**config.mk**
```make
export PLATFORM = sky130hd
export DESIGN_NAME = mem_arbiter_flat
export DESIGN_NICKNAME = d
export VERILOG_FILES = /design/src/rtl/mem_arbiter_if.sv /design/src/rtl/mem_arbiter.sv /design/src/flat_wrapper.sv
export SDC_FILE = /design/constraint.sdc
export NUM_CORES = 1
export LEC_CHECK = 0
export BUFFER_PORTS_ARGS = -buffer_cell sky130_fd_sc_hd__buf_2
export CAP_MARGIN = 20
export CORE_AREA = 5 5 290 292
export CTS_CLUSTER_DIAMETER = 40
export CTS_CLUSTER_SIZE = 25
export DETAILED_ROUTE_END_ITERATION = 8
export DIE_AREA = 0 0 295 297
export SLEW_MARGIN = 25
export SYNTH_ARGS = -nofsm -noshare
export SYNTH_HDL_FRONTEND = slang
export SYNTH_SLANG_ARGS = --single-unit
```
**constraint.sdc**
```tcl
create_clock -name clk -period 5.45 [get_ports clk]
set_clock_uncertainty 0.15 [all_clocks]
set_input_delay 0.2725 -clock clk [delete_from_list [all_inputs] [get_ports clk]]
set_output_delay 0.2725 -clock clk [all_outputs]
set_load 0.02 [all_outputs]
```
**src/rtl/mem_arbiter_if.sv**
```systemverilog
// Bus bundle between the two cache-miss requesters, the memory port and
// the memory arbiter. The arbiter connects through the slave modport; the
// caches plus memory model drive the master side.
interface mem_arbiter_if #(
  parameter int ADDR_BITS = 32,
  parameter int LINE_BITS = 128
);
  // icache line-fill channel
  logic                 icache_req_in;
  logic [ADDR_BITS-1:0] icache_addr_in;
  logic                 icache_fill_out;
  logic [LINE_BITS-1:0] icache_data_out;
  // dcache fill / writeback channel
  logic                 dcache_req_in;
  logic                 dcache_we_in;
  logic [ADDR_BITS-1:0] dcache_addr_in;
  logic [LINE_BITS-1:0] dcache_wdata_in;
  logic                 dcache_fill_out;
  logic [LINE_BITS-1:0] dcache_data_out;
  // shared memory port
  logic                 mem_req_out;
  logic                 mem_we_out;
  logic [ADDR_BITS-1:0] mem_addr_out;
  logic [LINE_BITS-1:0] mem_wdata_out;
  logic [LINE_BITS-1:0] mem_rdata_in;
  // status
  logic                 busy_out;

  modport slave (
    input  icache_req_in, icache_addr_in,
    input  dcache_req_in, dcache_we_in, dcache_addr_in, dcache_wdata_in,
    input  mem_rdata_in,
    output icache_fill_out, icache_data_out,
    output dcache_fill_out, dcache_data_out,
    output mem_req_out, mem_we_out, mem_addr_out, mem_wdata_out,
    output busy_out
  );

  modport master (
    output icache_req_in, icache_addr_in,
    output dcache_req_in, dcache_we_in, dcache_addr_in, dcache_wdata_in,
    output mem_rdata_in,
    input  icache_fill_out, icache_data_out,
    input  dcache_fill_out, dcache_data_out,
    input  mem_req_out, mem_we_out, mem_addr_out, mem_wdata_out,
    input  busy_out
  );
endinterface

```
**src/rtl/mem_arbiter.sv**
```systemverilog
// Shared main-memory responder for icache fills and dcache fills/writebacks.
// One line per transaction, fixed modelled latency, dcache wins conflicts.
// Sequence per transaction: IDLE (grant) -> WAIT x MEM_LATENCY -> RESP
// (one-cycle fill pulse) -> TURN (dead cycle so a stale request held in the
// cycle after the fill is not served twice) -> IDLE.
module mem_arbiter #(
  parameter int ADDR_BITS   = 32,
  parameter int LINE_BITS   = 128,
  parameter int MEM_LATENCY = 5
) (
  input  logic          clk,
  input  logic          rst_n,
  mem_arbiter_if.slave  bus
);

  typedef enum logic [1:0] {
    S_IDLE = 2'd0,
    S_WAIT = 2'd1,
    S_RESP = 2'd2,
    S_TURN = 2'd3
  } state_t;

  typedef enum logic [1:0] {
    G_NONE   = 2'd0,
    G_ICACHE = 2'd1,
    G_DCACHE = 2'd2
  } grant_t;

  // Counter reload: WAIT lasts MEM_LATENCY cycles, counting down to 0.
  localparam logic [7:0] LAT_M1 = 8'(MEM_LATENCY - 1);

  state_t               r_state;
  grant_t               r_grant;
  logic [7:0]           r_cnt;
  logic                 r_we;
  logic [ADDR_BITS-1:0] r_addr;
  logic [LINE_BITS-1:0] r_wdata;
  logic [LINE_BITS-1:0] r_icache_data;
  logic [LINE_BITS-1:0] r_dcache_data;
  logic                 r_icache_fill;
  logic                 r_dcache_fill;
  logic                 r_mem_req;
  logic                 r_mem_we;
  logic                 r_busy;

  logic                 w_any_req;
  logic                 w_sel_we;
  logic [ADDR_BITS-1:0] w_sel_addr;
  logic [LINE_BITS-1:0] w_sel_wdata;

  // Candidate transaction in IDLE: dcache has priority, icache never writes.
  always_comb begin
    w_any_req   = bus.dcache_req_in | bus.icache_req_in;
    w_sel_we    = 1'b0;
    w_sel_addr  = bus.icache_addr_in;
    w_sel_wdata = {LINE_BITS{1'b0}};
    if (bus.dcache_req_in) begin
      w_sel_we    = bus.dcache_we_in;
      w_sel_addr  = bus.dcache_addr_in;
      w_sel_wdata = bus.dcache_wdata_in;
    end else begin
      w_sel_we    = 1'b0;
      w_sel_addr  = bus.icache_addr_in;
      w_sel_wdata = {LINE_BITS{1'b0}};
    end
  end

  // Arbitration FSM with registered outputs; pulse outputs default low.
  always_ff @(posedge clk) begin
    if (!rst_n) begin
      r_state       <= S_IDLE;
      r_grant       <= G_NONE;
      r_cnt         <= 8'd0;
      r_we          <= 1'b0;
      r_addr        <= {ADDR_BITS{1'b0}};
      r_wdata       <= {LINE_BITS{1'b0}};
      r_icache_data <= {LINE_BITS{1'b0}};
      r_dcache_data <= {LINE_BITS{1'b0}};
      r_icache_fill <= 1'b0;
      r_dcache_fill <= 1'b0;
      r_mem_req     <= 1'b0;
      r_mem_we      <= 1'b0;
      r_busy        <= 1'b0;
    end else begin
      r_icache_fill <= 1'b0;
      r_dcache_fill <= 1'b0;
      r_mem_we      <= 1'b0;
      case (r_state)
        S_IDLE: begin
          if (w_any_req) begin
            r_grant   <= bus.dcache_req_in ? G_DCACHE : G_ICACHE;
            r_we      <= w_sel_we;
            r_addr    <= w_sel_addr;
            r_wdata   <= w_sel_wdata;
            r_cnt     <= LAT_M1;
            r_mem_req <= 1'b1;
            r_busy    <= 1'b1;
            // With a one-cycle latency the first WAIT cycle is also the last.
            r_mem_we  <= (LAT_M1 == 8'd0) ? w_sel_we : 1'b0;
            r_state   <= S_WAIT;
          end else begin
            r_state <= S_IDLE;
          end
        end
        S_WAIT: begin
          if (r_cnt == 8'd0) begin
            r_mem_req <= 1'b0;
            r_state   <= S_RESP;
            if (r_grant == G_DCACHE) begin
              r_dcache_fill <= 1'b1;
              r_dcache_data <= bus.mem_rdata_in;
            end else if (r_grant == G_ICACHE) begin
              r_icache_fill <= 1'b1;
              r_icache_data <= bus.mem_rdata_in;
            end else begin
              r_icache_fill <= 1'b0;
              r_dcache_fill <= 1'b0;
            end
          end else begin
            r_cnt <= r_cnt - 8'd1;
            // Write strobe is raised only for the final WAIT cycle.
            r_mem_we <= (r_cnt == 8'd1) ? r_we : 1'b0;
          end
        end
        S_RESP: begin
          r_state <= S_TURN;
        end
        S_TURN: begin
          r_grant <= G_NONE;
          r_busy  <= 1'b0;
          r_state <= S_IDLE;
        end
        default: begin
          r_grant   <= G_NONE;
          r_mem_req <= 1'b0;
          r_busy    <= 1'b0;
          r_state   <= S_IDLE;
        end
      endcase
    end
  end

  assign bus.icache_fill_out = r_icache_fill;
  assign bus.icache_data_out = r_icache_data;
  assign bus.dcache_fill_out = r_dcache_fill;
  assign bus.dcache_data_out = r_dcache_data;
  assign bus.mem_req_out     = r_mem_req;
  // A reset landing in the last WAIT cycle must not let the write through.
  assign bus.mem_we_out      = r_mem_we & rst_n;
  assign bus.mem_addr_out    = r_addr;
  assign bus.mem_wdata_out   = r_wdata;
  assign bus.busy_out        = r_busy;

endmodule

```
**src/flat_wrapper.sv**
```systemverilog
// flat-port wrapper written by rule: the top's interface ports become plain ports
module mem_arbiter_flat 
#(
  parameter int ADDR_BITS   = 32,
  parameter int LINE_BITS   = 128,
  parameter int MEM_LATENCY = 5
)
  (clk, rst_n, bus_icache_req_in, bus_icache_addr_in, bus_dcache_req_in, bus_dcache_we_in, bus_dcache_addr_in, bus_dcache_wdata_in, bus_mem_rdata_in, bus_icache_fill_out, bus_icache_data_out, bus_dcache_fill_out, bus_dcache_data_out, bus_mem_req_out, bus_mem_we_out, bus_mem_addr_out, bus_mem_wdata_out, bus_busy_out);
  mem_arbiter_if #(.ADDR_BITS(ADDR_BITS), .LINE_BITS(LINE_BITS)) bus_i ();
  input  logic clk;
  input  logic rst_n;
  input wire logic [$bits(bus_i.icache_req_in)-1:0] bus_icache_req_in;
  input wire logic [$bits(bus_i.icache_addr_in)-1:0] bus_icache_addr_in;
  input wire logic [$bits(bus_i.dcache_req_in)-1:0] bus_dcache_req_in;
  input wire logic [$bits(bus_i.dcache_we_in)-1:0] bus_dcache_we_in;
  input wire logic [$bits(bus_i.dcache_addr_in)-1:0] bus_dcache_addr_in;
  input wire logic [$bits(bus_i.dcache_wdata_in)-1:0] bus_dcache_wdata_in;
  input wire logic [$bits(bus_i.mem_rdata_in)-1:0] bus_mem_rdata_in;
  output wire logic [$bits(bus_i.icache_fill_out)-1:0] bus_icache_fill_out;
  output wire logic [$bits(bus_i.icache_data_out)-1:0] bus_icache_data_out;
  output wire logic [$bits(bus_i.dcache_fill_out)-1:0] bus_dcache_fill_out;
  output wire logic [$bits(bus_i.dcache_data_out)-1:0] bus_dcache_data_out;
  output wire logic [$bits(bus_i.mem_req_out)-1:0] bus_mem_req_out;
  output wire logic [$bits(bus_i.mem_we_out)-1:0] bus_mem_we_out;
  output wire logic [$bits(bus_i.mem_addr_out)-1:0] bus_mem_addr_out;
  output wire logic [$bits(bus_i.mem_wdata_out)-1:0] bus_mem_wdata_out;
  output wire logic [$bits(bus_i.busy_out)-1:0] bus_busy_out;
  assign bus_i.icache_req_in = bus_icache_req_in;
  assign bus_i.icache_addr_in = bus_icache_addr_in;
  assign bus_i.dcache_req_in = bus_dcache_req_in;
  assign bus_i.dcache_we_in = bus_dcache_we_in;
  assign bus_i.dcache_addr_in = bus_dcache_addr_in;
  assign bus_i.dcache_wdata_in = bus_dcache_wdata_in;
  assign bus_i.mem_rdata_in = bus_mem_rdata_in;
  assign bus_icache_fill_out = bus_i.icache_fill_out;
  assign bus_icache_data_out = bus_i.icache_data_out;
  assign bus_dcache_fill_out = bus_i.dcache_fill_out;
  assign bus_dcache_data_out = bus_i.dcache_data_out;
  assign bus_mem_req_out = bus_i.mem_req_out;
  assign bus_mem_we_out = bus_i.mem_we_out;
  assign bus_mem_addr_out = bus_i.mem_addr_out;
  assign bus_mem_wdata_out = bus_i.mem_wdata_out;
  assign bus_busy_out = bus_i.busy_out;
  mem_arbiter #(.ADDR_BITS(ADDR_BITS), .LINE_BITS(LINE_BITS), .MEM_LATENCY(MEM_LATENCY)) u_core (.clk(clk), .rst_n(rst_n), .bus(bus_i));
endmodule
```
==> results of run 1 <==
[cells by family after synthesis]
| kind of cell | count (synthesis) | synth area share (%) |
|---|---|---|
| muxes | 33 | 2.00 |
| AOI/OAI and AO/OA | 447 | 20.7 |
| buffers and inverters | 154 | 5.12 |
| adders and majority gates | 6 | 0.455 |
| DFF | 434 | 52.6 |
| and+or+nand+nor | 714 | 19.1 |
[metrics by stage]
stage	hold WS, ns	power (mW)
after floorplan	0.262	5.18
after global placement	0.284	5.99
after detailed placement	0.289	6.00
after CTS	0.0476	11.3
after global routing	0.0324	11.7
final	0.00720	11.2
[power groups by stage]
stage	Clock [mW]	Sequential [mW]	Combinational, mW
floorplan	0	4.18	1.00
global placement	0	3.78	2.21
detailed placement	0	3.79	2.22
CTS	5.18	3.73	2.41
global route	5.32	3.77	2.60
finish	5.03	3.74	2.41
[cell usage after synthesis, drive strengths merged]
cell	number
nor2b	132
or4	7
o21a	3
o21ba	2
o211a	33
o221a	1
inv	7
buf	52
dfxtp	434
nand4	1
ha	6
nand2b	3
o21ai	8
or3b	2
and2	4
a22oi	131
nor3b	2
and3b	1
clkbuf	95
nor3	2
nor4	4
o31a	1
nor4bb	1
or2	2
o2111ai	1
a21boi	259
a21oi	6
o31ai	2
nand3	2
or3	3
nor2	3
mux2i	33
nand2	545
[what timing repair did]
item,in CTS,in global routing
hold endpoints to repair,418,0
endpoints found under the setup margin,0,0
hold buffers,322,0
[layout make-up]
type                    instances  share of cell area [%]
diodes                          3                  0.0279
clock buffers                 100                    8.16
clock inverters                47                    2.14
inverters                       7                  0.0976
multi-input cells            1200                    26.0
flip-flops and latches        434                    32.3
well taps                    1070                    4.97
repair buffers               1079                    26.4
[sequential cells by signal (all words and copies together) (netlist names), 2 cells and up]
name                        cells
u_core.bus.dcache_data_out    128
u_core.bus.icache_data_out    128
u_core.bus.mem_addr_out        32
u_core.bus.mem_wdata_out      128
u_core.r_cnt                    8
u_core.r_grant                  2
u_core.r_state                  2
[layer usage]
metal	up-vias	wire length [um]	global-route usage, %
li1	8053	-	-
met1	7660	24900	15.6
met2	697	32000	24.4
met3	172	5240	3.73
met4	8	3450	7.46
met5	-	42	0
[critical path, cell delays in order (launching register included)]
cell and delay (ns):
dfxtp_1 0.33, inv_1 0.08, ha_1 0.19, or3b_2 0.51
or4_4 0.79, buf_4 0.46, nand2_1 0.20, a21boi_1 0.08
[final timing paths]
check / endpoint / slack (ns) / depth (start not counted)
worst max register to register: u_core.bus.icache_data_out[103]$_SDFFE_PN0P_ / 2.38 / 7
worst min-delay path: u_core.bus.mem_addr_out[3]$_SDFFE_PN0P_ / 0.007 / 2
worst min register to register: u_core.bus.dcache_data_out[23]$_SDFFE_PN0P_ / 0.29 / 2
worst max-delay path: u_core.bus.icache_data_out[103]$_SDFFE_PN0P_ / 2.38 / 7
==> results_dict.tcl, run 1 <==
set metrics [dict create \
    placed_cells 3468 \
    worstPathArrival_ns 3.38 \
    via_per_inst 4.21 \
    instances_no_fill 3940 \
    drc 0 \
    synth.avg_cell_area_um2 9.23 \
    finalWirelength_um 65700 \
    netlist_top_cells_area "dfxtp_1, nand2_1, a21boi_1, a22oi_1, nor2b_1" \
    period_share_pct 56.4 \
    crit_start "u_core.r_cnt[0]$_SDFFE_PN0P_" \
    fill_cells 8237 \
    regArea_mm2 0.00869 \
    fin_ws_ns 2.38 \
    worst_pin_slew_ns 0.995 \
    clk_path_buf_depth 3 \
    grt_usage_pct 14.0 \
    fp.dieW_um 295 \
    grt_overflow 0 \
    via_count 16600 \
    layout-drive-gt1-share_pct 31.8 \
    cts_tree "yes" \
    cts_setup_buffers 0 \
    leakage_nw 12.0 \
    synth_seq_cells 434 \
    yosysWarnings 0 \
    timing.rr.start "u_core.r_cnt[0]$_SDFFE_PN0P_" \
    nets 3132 \
    critPathKind "register to register" \
    hold_class "input port to register" \
    drv_slew 0 \
    fmax_mhz 325 \
    drtIter0Drc 752 \
    synth.distinct_cells 41 \
    grt_pass1_wl_um 97800 \
    start_util_pct 20.3 \
    powerDensity_mw_per_mm2 415 \
    rows 105 \
    synth_cells 1788 \
    synth-seq-area-share_pct 52.6 \
    area_growth_pct 63.1 \
    min_from "rst_n" \
    dieArea_mm2 0.0876 \
    relSlewSlack_pct 33.7 \
    die_y_um 297 \
    antenna_found_initial 8 \
    dp_slack_ns 2.39 \
    layout_common_cells "buf_2, nand2_1, dfxtp_1" \
    port_buffers 745 \
    required_ns 5.76 \
    power_frac_seq_pct 33.5 \
    post-route-util_pct 33.1 \
    core-area_mm2 0.0813 \
    numCtsBuffers 79 \
    setup_viol 0 \
    dpl.hpwl_um 43600 \
    placed_cell_area_mm2 0.0209 \
    final_common_cell "buf_2" \
    power_switching_mw 3.53 \
    grt_max_degree 183 \
    worstPathMaxFanout 76 \
    finalHoldViolations 0 \
    fin_area_mm2 0.0269 \
    wire_per_inst_um 16.7 \
    worstSkewPairLatency_ns 0.59 \
    ir_worst_vdd_mv 0.276 \
    power.combinational.fraction_pct 21.5 \
    internal_power_mw 7.65 \
    yosysTopAreaCell "dfxtp_1" \
    place_congestion 0.837 \
    cts_resized 0 \
    period_minus_slack_ns 3.07 \
    startpoint_type "register" \
    grt_setup_unrepaired "no" \
    clk_pin_slew_ns 0.05 \
    htree_levels 3 \
    synth_nets 2119 \
    drt_pre_antenna_iters 6 \
    syn_area_mm2 0.0165 \
    endpoint_kind "register" \
    max_cap_violations 0 \
    setup_tns_ns 0 \
    grt_pass1_vias 16700 \
    multi_input_area_mm2 0.00699 \
    p_clk_share_pct 45.0 \
    synth_top_area_share_pct 52.6 \
    ios 746 \
    numClockSinks 434 \
    swShare_pct 31.6 \
    ctsRootBufferMaster "clkbuf_16" \
    status "completed" \
    ant_nets 0 \
]
No activity file was read; power rests on OpenSTA's default activity.
==> run 2: changes to the inputs <==
Settings changed: ABC_AREA set to 1, CORE_AREA 5 5 290 292 to 5 5 288 290, DIE_AREA 0 0 295 297 to 0 0 293 295.
Clock period 5.45 ns to 3.2 ns, I/O delays scaled along.
==> run 2 against run 1 <==
Global-route usage grew 0.21 points. Combinational power grew 100%. Flip-flop and latch count is the same. Sequential power grew 72%. Via count grew 9.8%. Register-to-register slack lost 2.0 ns. Non-clock buffer count grew 46. Worst setup slack lost 2.0 ns. Clock power grew 70%. Final cell count grew 12%. First-iteration DRC count grew 1.6%. Fmax grew 10%. Largest power group unchanged.
==> results_dict.tcl, run 2 <==
set metrics [dict create \
    powerDensity_mw_per_mm2 731 \
    synth_top_flop_cell "dfxtp_1" \
    layout-drive-gt1-share_pct 27.8 \
    placed_cells 3943 \
    cts_setup_buffers 0 \
    via_count 18200 \
    netlist_top_cells_area "dfxtp_1, nand2_1, a21oi_1, nor2_1, inv_1" \
    via_per_inst 4.12 \
    dieArea_mm2 0.0864 \
    worstSkewPairLatency_ns 0.60 \
    synth_edf_count 0 \
    fmax_mhz 358 \
    grt_usage_pct 14.2 \
    numClockSinks 434 \
    ctsRootBufferMaster "clkbuf_16" \
    grt_max_degree 129 \
    synth-seq-area-share_pct 53.3 \
    synth_top_area_share_pct 53.3 \
    period_minus_slack_ns 2.79 \
    ir_worst_vdd_mv 0.522 \
    drtIter0Drc 764 \
    required_ns 3.56 \
    async_flop_share_pct 0 \
    critPathKind "register to register" \
    synth_seq_cells 434 \
    cts_tree "yes" \
    finalHoldViolations 0 \
    clk_path_buf_depth 3 \
    start_util_pct 20.4 \
    critPathBufInv 4 \
    placed_cell_area_mm2 0.0211 \
    area_growth_pct 66.9 \
    ios 746 \
    grt_pass1_wl_um 100000 \
    ant_nets 0 \
    worst_pin_slew_ns 0.974 \
    synth.distinct_cells 24 \
    fill_cells 8209 \
    drt_pre_antenna_iters 7 \
    worstPathArrival_ns 3.15 \
    fin_area_mm2 0.0272 \
    p_total_mw 19.9 \
    grt_pass1_vias 18400 \
    dpl.hpwl_um 44600 \
    worstPathMaxFanout 36 \
    grt_overflow 0 \
    numCtsBuffers 80 \
    nets 3632 \
    max_cap_violations 0 \
    layout_common_cells "nand2_1, buf_2, dfxtp_1" \
    leakage_nw 13.3 \
    grt_setup_unrepaired "no" \
    core-area_mm2 0.0800 \
    relSlewSlack_pct 35.1 \
    die_y_um 295 \
    endpoint_kind "register" \
    instances_no_fill 4423 \
    crit_family "buffers and inverters" \
    drv_slew 0 \
    finalWirelength_um 65600 \
    yosysMostFrequentCell "nand2_1" \
    yosysWarnings 0 \
    wire_per_inst_um 14.8 \
    yosysTopAreaCell "dfxtp_1" \
    antenna_found_initial 0 \
    status "completed" \
    setup_viol 0 \
    clk_pin_slew_ns 0.05 \
    path_cells "inv_1, ha_1, o21ai_4, inv_2, buf_4, o21ai_0, a31oi_1, dlygate4sd3_1" \
    hold_class "input port to register" \
    slowest_stage "dlygate4sd3_1" \
    final_common_cell "nand2_1" \
    place_congestion 0.829 \
    ys_top_cells_by_count "nand2_1, dfxtp_1, nor2_1, a21oi_1, inv_1" \
    startpoint_type "register" \
    synth.avg_cell_area_um2 7.28 \
    drc 0 \
    rows 104 \
    slowest_delay_ns 0.58 \
    fp.dieW_um 293 \
    setup_tns_ns 0 \
    synth_cells 2240 \
    period_share_pct 87.2 \
    htree_levels 3 \
    syn_area_mm2 0.0163 \
    synth_nets 2571 \
    port_buffers 745 \
]
run 2: where the power goes:
part | total (mW) | switching, mW | internal (mW)
Combinational | 4.88 | 3.12 | 1.76
Clock | 8.56 | 3.05 | 5.51
Sequential | 6.43 | 0.365 | 6.06
Total | 19.9 | 6.54 | 13.3
run 2: metrics by stage:
stage	setup slack (ns)	util [%]	hold slack [ns]
2_1_floorplan	1.47	-	0.145
3_3_place_gp	0.851	26.3	0.242
3_5_place_dp	0.757	26.3	0.245
4_1_cts	0.428	34.0	0.0398
5_1_grt	0.217	34.0	0.0898
6_report	0.410	34.0	0.0811
run 2: cell type report:
type	instances	area [um^2]	area share, %
Sequential cell	434	8690	31.9
Timing Repair Buffer	1125	7570	27.8
Multi-Input combinational cell	1507	6260	23.0
Clock buffer	103	2240	8.24
Tap cell	1060	1330	4.88
Inverter	153	587	2.16
Clock inverter	40	527	1.94
Antenna cell	1	2.50	0.00920
run 2: cell families (layout without fill, tap and decap cells):
| family | Yosys count | count (layout) | share of synthesized area, % |
|---|---|---|---|
| buffers and inverters | 299 | 1421 | 8.45 |
| AND/OR/NAND/NOR | 1163 | 1163 | 27.1 |
| AO/OA/AOI/OAI | 338 | 338 | 10.6 |
| adder cells (fa/ha/maj) | 6 | 6 | 0.461 |
| flip-flops | 434 | 434 | 53.3 |
| other | 0 | 1 | 0 |
run 2: what timing repair did:
| item | CTS | global route |
|---|---|---|
| endpoints found under the setup margin | 0 | 0 |
| hold buffers | 336 | 0 |
| resized for setup | 0 | 0 |
| endpoints found under the hold margin | 427 | 0 |
run 2: path summary, 6_finish.rpt:
check / from / endpoint / slack, ns / depth (start not counted)
hold reg to reg: u_core.bus.mem_wdata_out[120]$_SDFFE_PN0P_ / u_core.bus.mem_wdata_out[120]$_SDFFE_PN0P_ / 0.31 / 2
setup reg to reg: u_core.r_state[0]$_SDFFE_PN0P_ / u_core.bus.mem_addr_out[23]$_SDFFE_PN0P_ / 0.41 / 8
setup / recovery: u_core.r_state[0]$_SDFFE_PN0P_ / u_core.bus.mem_addr_out[23]$_SDFFE_PN0P_ / 0.41 / 8
hold / removal: bus_dcache_req_in / u_core.bus.mem_wdata_out[127]$_SDFFE_PN0P_ / 0.08 / 5
run 2: routing by layer:
metal  part of all wire (%)  GRT usage, %  up-vias
met5                      0             0        -
met3                    8.4          4.18      192
met2                     49          25.2      784
li1                       -             -     9048
met1                     38          15.8     8199
met4                    4.7          6.81        0
run 2: worst min-delay path: stages:
cell and delay [ns]:
buf_2 0.17, nand2_1 0.12, inv_4 0.16, nand2_1 0.11, a21oi_1 0.06
==> run 3: changes to the inputs <==
Settings changed: HOLD_SLACK_MARGIN set to 0.1.
==> run 3 against run 2 <==
Core utilization grew 0.85 points. Final cell count grew 1.5%. Sequential share of layout area shrank 0.78 points. Critical path depth grew 3. Design area grew 2.5%. Sequential power is essentially flat.
==> results_dict.tcl, run 3 (same netlist as run 2, synthesis figures left out) <==
set metrics [dict create \
    status "completed" \
    rr_endpoint "u_core.bus.icache_data_out[55]$_SDFFE_PN0P_" \
    via_count 18600 \
    multi_input_area_mm2 0.00626 \
    period_share_pct 88.9 \
    worstPathArrival_ns 3.24 \
    numClockSinks 434 \
    crit_family "buffers and inverters" \
    rows 104 \
    clk_pin_slew_ns 0.05 \
    post-route-util_pct 34.8 \
    final_common_cell "nand2_1" \
    clk_path_buf_depth 3 \
    grt_overflow 0 \
    power.combinational.fraction_pct 25.2 \
    cts_tree "yes" \
    use_met1_pct 15.9 \
    grt_setup_unrepaired "no" \
    port_buffers 745 \
    start_util_pct 20.4 \
    core-area_mm2 0.0800 \
    grt_max_degree 129 \
    hold_class "input port to register" \
    busiest_layer "met2" \
    slowest_stage "dlygate4sd3_1" \
    powerDensity_mw_per_mm2 719 \
    place_congestion 0.829 \
    worstPathMaxFanout 64 \
    min_from "bus_mem_rdata_in[92]" \
    ir_worst_vdd_mv 0.536 \
    dpl.hpwl_um 44600 \
    required_ns 3.59 \
    critPathBufInv 4 \
    fill_cells 8133 \
    drv_slew 0 \
    htree_levels 3 \
    fin_ws_ns 0.355 \
    cp_common_cell "nand2_1" \
    finalWirelength_um 66800 \
    p_clk_share_pct 42.8 \
    period_minus_slack_ns 2.85 \
    reg2reg_slack_ns 0.35 \
    fmax_mhz 351 \
    internal_power_mw 13.5 \
    holdPathStages 4 \
    ios 746 \
    power_frac_seq_pct 32.0 \
    ant_nets 0 \
    finalHoldViolations 0 \
    area_growth_pct 71.1 \
    ctsRootBufferMaster "clkbuf_16" \
    grt_pass1_vias 18900 \
    rr_worst_depth 11 \
    grt_usage_pct 14.5 \
    slowest_delay_ns 0.56 \
    startpoint_type "register" \
    leakage_nw 13.6 \
    drt_pre_antenna_iters 6 \
    die_y_um 295 \
    drc 0 \
    layout-drive-gt1-share_pct 27.2 \
    endpoint_kind "register" \
    path_cells "inv_1, ha_1, nand2_2, nor2_4, nand4_4, buf_12, buf_4, nand2_1, nand2_1, nor2_1, dlygate4sd3_1" \
    critPathKind "register to register" \
    timing.rr.start "u_core.r_cnt[0]$_SDFFE_PN0P_" \
    drtIter0Drc 802 \
    relSlewSlack_pct 34.2 \
    setup_tns_ns 0 \
    via_per_inst 4.14 \
    worstSkewPairLatency_ns 0.60 \
    grt_use_met3_pct 4.18 \
    dp_slack_ns 0.757 \
    grt_pass1_wl_um 102000 \
    use_met2_pct 25.8 \
    fp.dieW_um 293 \
    dieArea_mm2 0.0864 \
    swShare_pct 32.9 \
    wire_per_inst_um 14.9 \
    setup_viol 0 \
    layout_common_cells "nand2_1, buf_2, dfxtp_1" \
    regArea_mm2 0.00869 \
    max_cap_violations 0 \
    whs_endpoint "u_core.bus.icache_data_out[92]$_SDFFE_PN0P_" \
    numCtsBuffers 80 \
    power_switching_mw 6.60 \
    nets 3700 \
    antenna_found_initial 1 \
    worst_pin_slew_ns 0.988 \
]
==> run 3: cell type report <==
cell class,instances,share of cell area [%]
antenna,1,0.00898
clock buffer,103,8.04
clock inverter,40,1.89
inverter,153,2.10
multi-input combinational,1507,22.5
sequential,434,31.2
tap,1060,4.76
timing repair buffer,1193,29.6
==> run 3: through the flow <==
stage | hold WS, ns | cells | power, mW | cell area, um^2
floorplan | 0.145 | 2240 | 9.26 | 16300
global placement | 0.242 | 3943 | 10.8 | 21100
detailed placement | 0.245 | 3943 | 10.8 | 21100
CTS | 0.142 | 4490 | 20.2 | 27900
global route | 0.173 | 4490 | 21.1 | 27900
finish | 0.199 | 4491 | 20.1 | 27900
==> run 3: power by group through the flow <==
stage                     clock [mW]  sequential (mW)  combinational [mW]
after floorplan                    0             7.18                2.08
after global routing            9.08             6.49                5.53
after CTS                       8.81             6.41                4.99
final                           8.58             6.43                5.05
after global placement             0             6.50                4.32
after detailed placement           0             6.50                4.34
==> run 3: how the worst max path moves through the flow <==
stage	cells past startpoint	slack [ns]	start	end
finish	11	0.35	u_core.r_cnt[0]$_SDFFE_PN0P_	u_core.bus.icache_data_out[55]$_SDFFE_PN0P_
global route	11	0.13	u_core.r_cnt[0]$_SDFFE_PN0P_	u_core.bus.icache_data_out[104]$_SDFFE_PN0P_
CTS	10	0.39	u_core.r_cnt[0]$_SDFFE_PN0P_	u_core.bus.icache_data_out[53]$_SDFFE_PN0P_
detailed placement	9	0.76	u_core.r_state[1]$_SDFFE_PN0P_	u_core.bus.dcache_data_out[27]$_SDFFE_PN0P_
global placement	9	0.85	u_core.r_state[1]$_SDFFE_PN0P_	u_core.bus.dcache_data_out[28]$_SDFFE_PN0P_
floorplan	10	1.47	u_core.r_state[1]$_SDFFE_PN0P_	u_core.bus.dcache_data_out[60]$_SDFFE_PN0P_
==> run 3: repair_timing <==
item                      in CTS  in global routing
buffers inserted               0                  0
hold endpoints to repair     428                  0
gates resized for setup        0                  0
hold buffers                 404                  0
==> run 3: worst register-to-register path: stages, from the launching register on <==
cell	delay, ns
dfxtp_1	0.34
inv_1	0.11
ha_1	0.25
nand2_2	0.11
nor2_4	0.19
nand4_4	0.23
buf_12	0.25
buf_4	0.37
nand2_1	0.07
nand2_1	0.04
nor2_1	0.11
dlygate4sd3_1	0.56
==> run 3: routing by layer <==
| metal | part of all wire [%] | vias up |
|---|---|---|
| met2 | 49 | 805 |
| met5 | 0 | - |
| met3 | 8.7 | 205 |
| met4 | 4.6 | 0 |
| met1 | 37 | 8395 |
| li1 | - | 9175 |
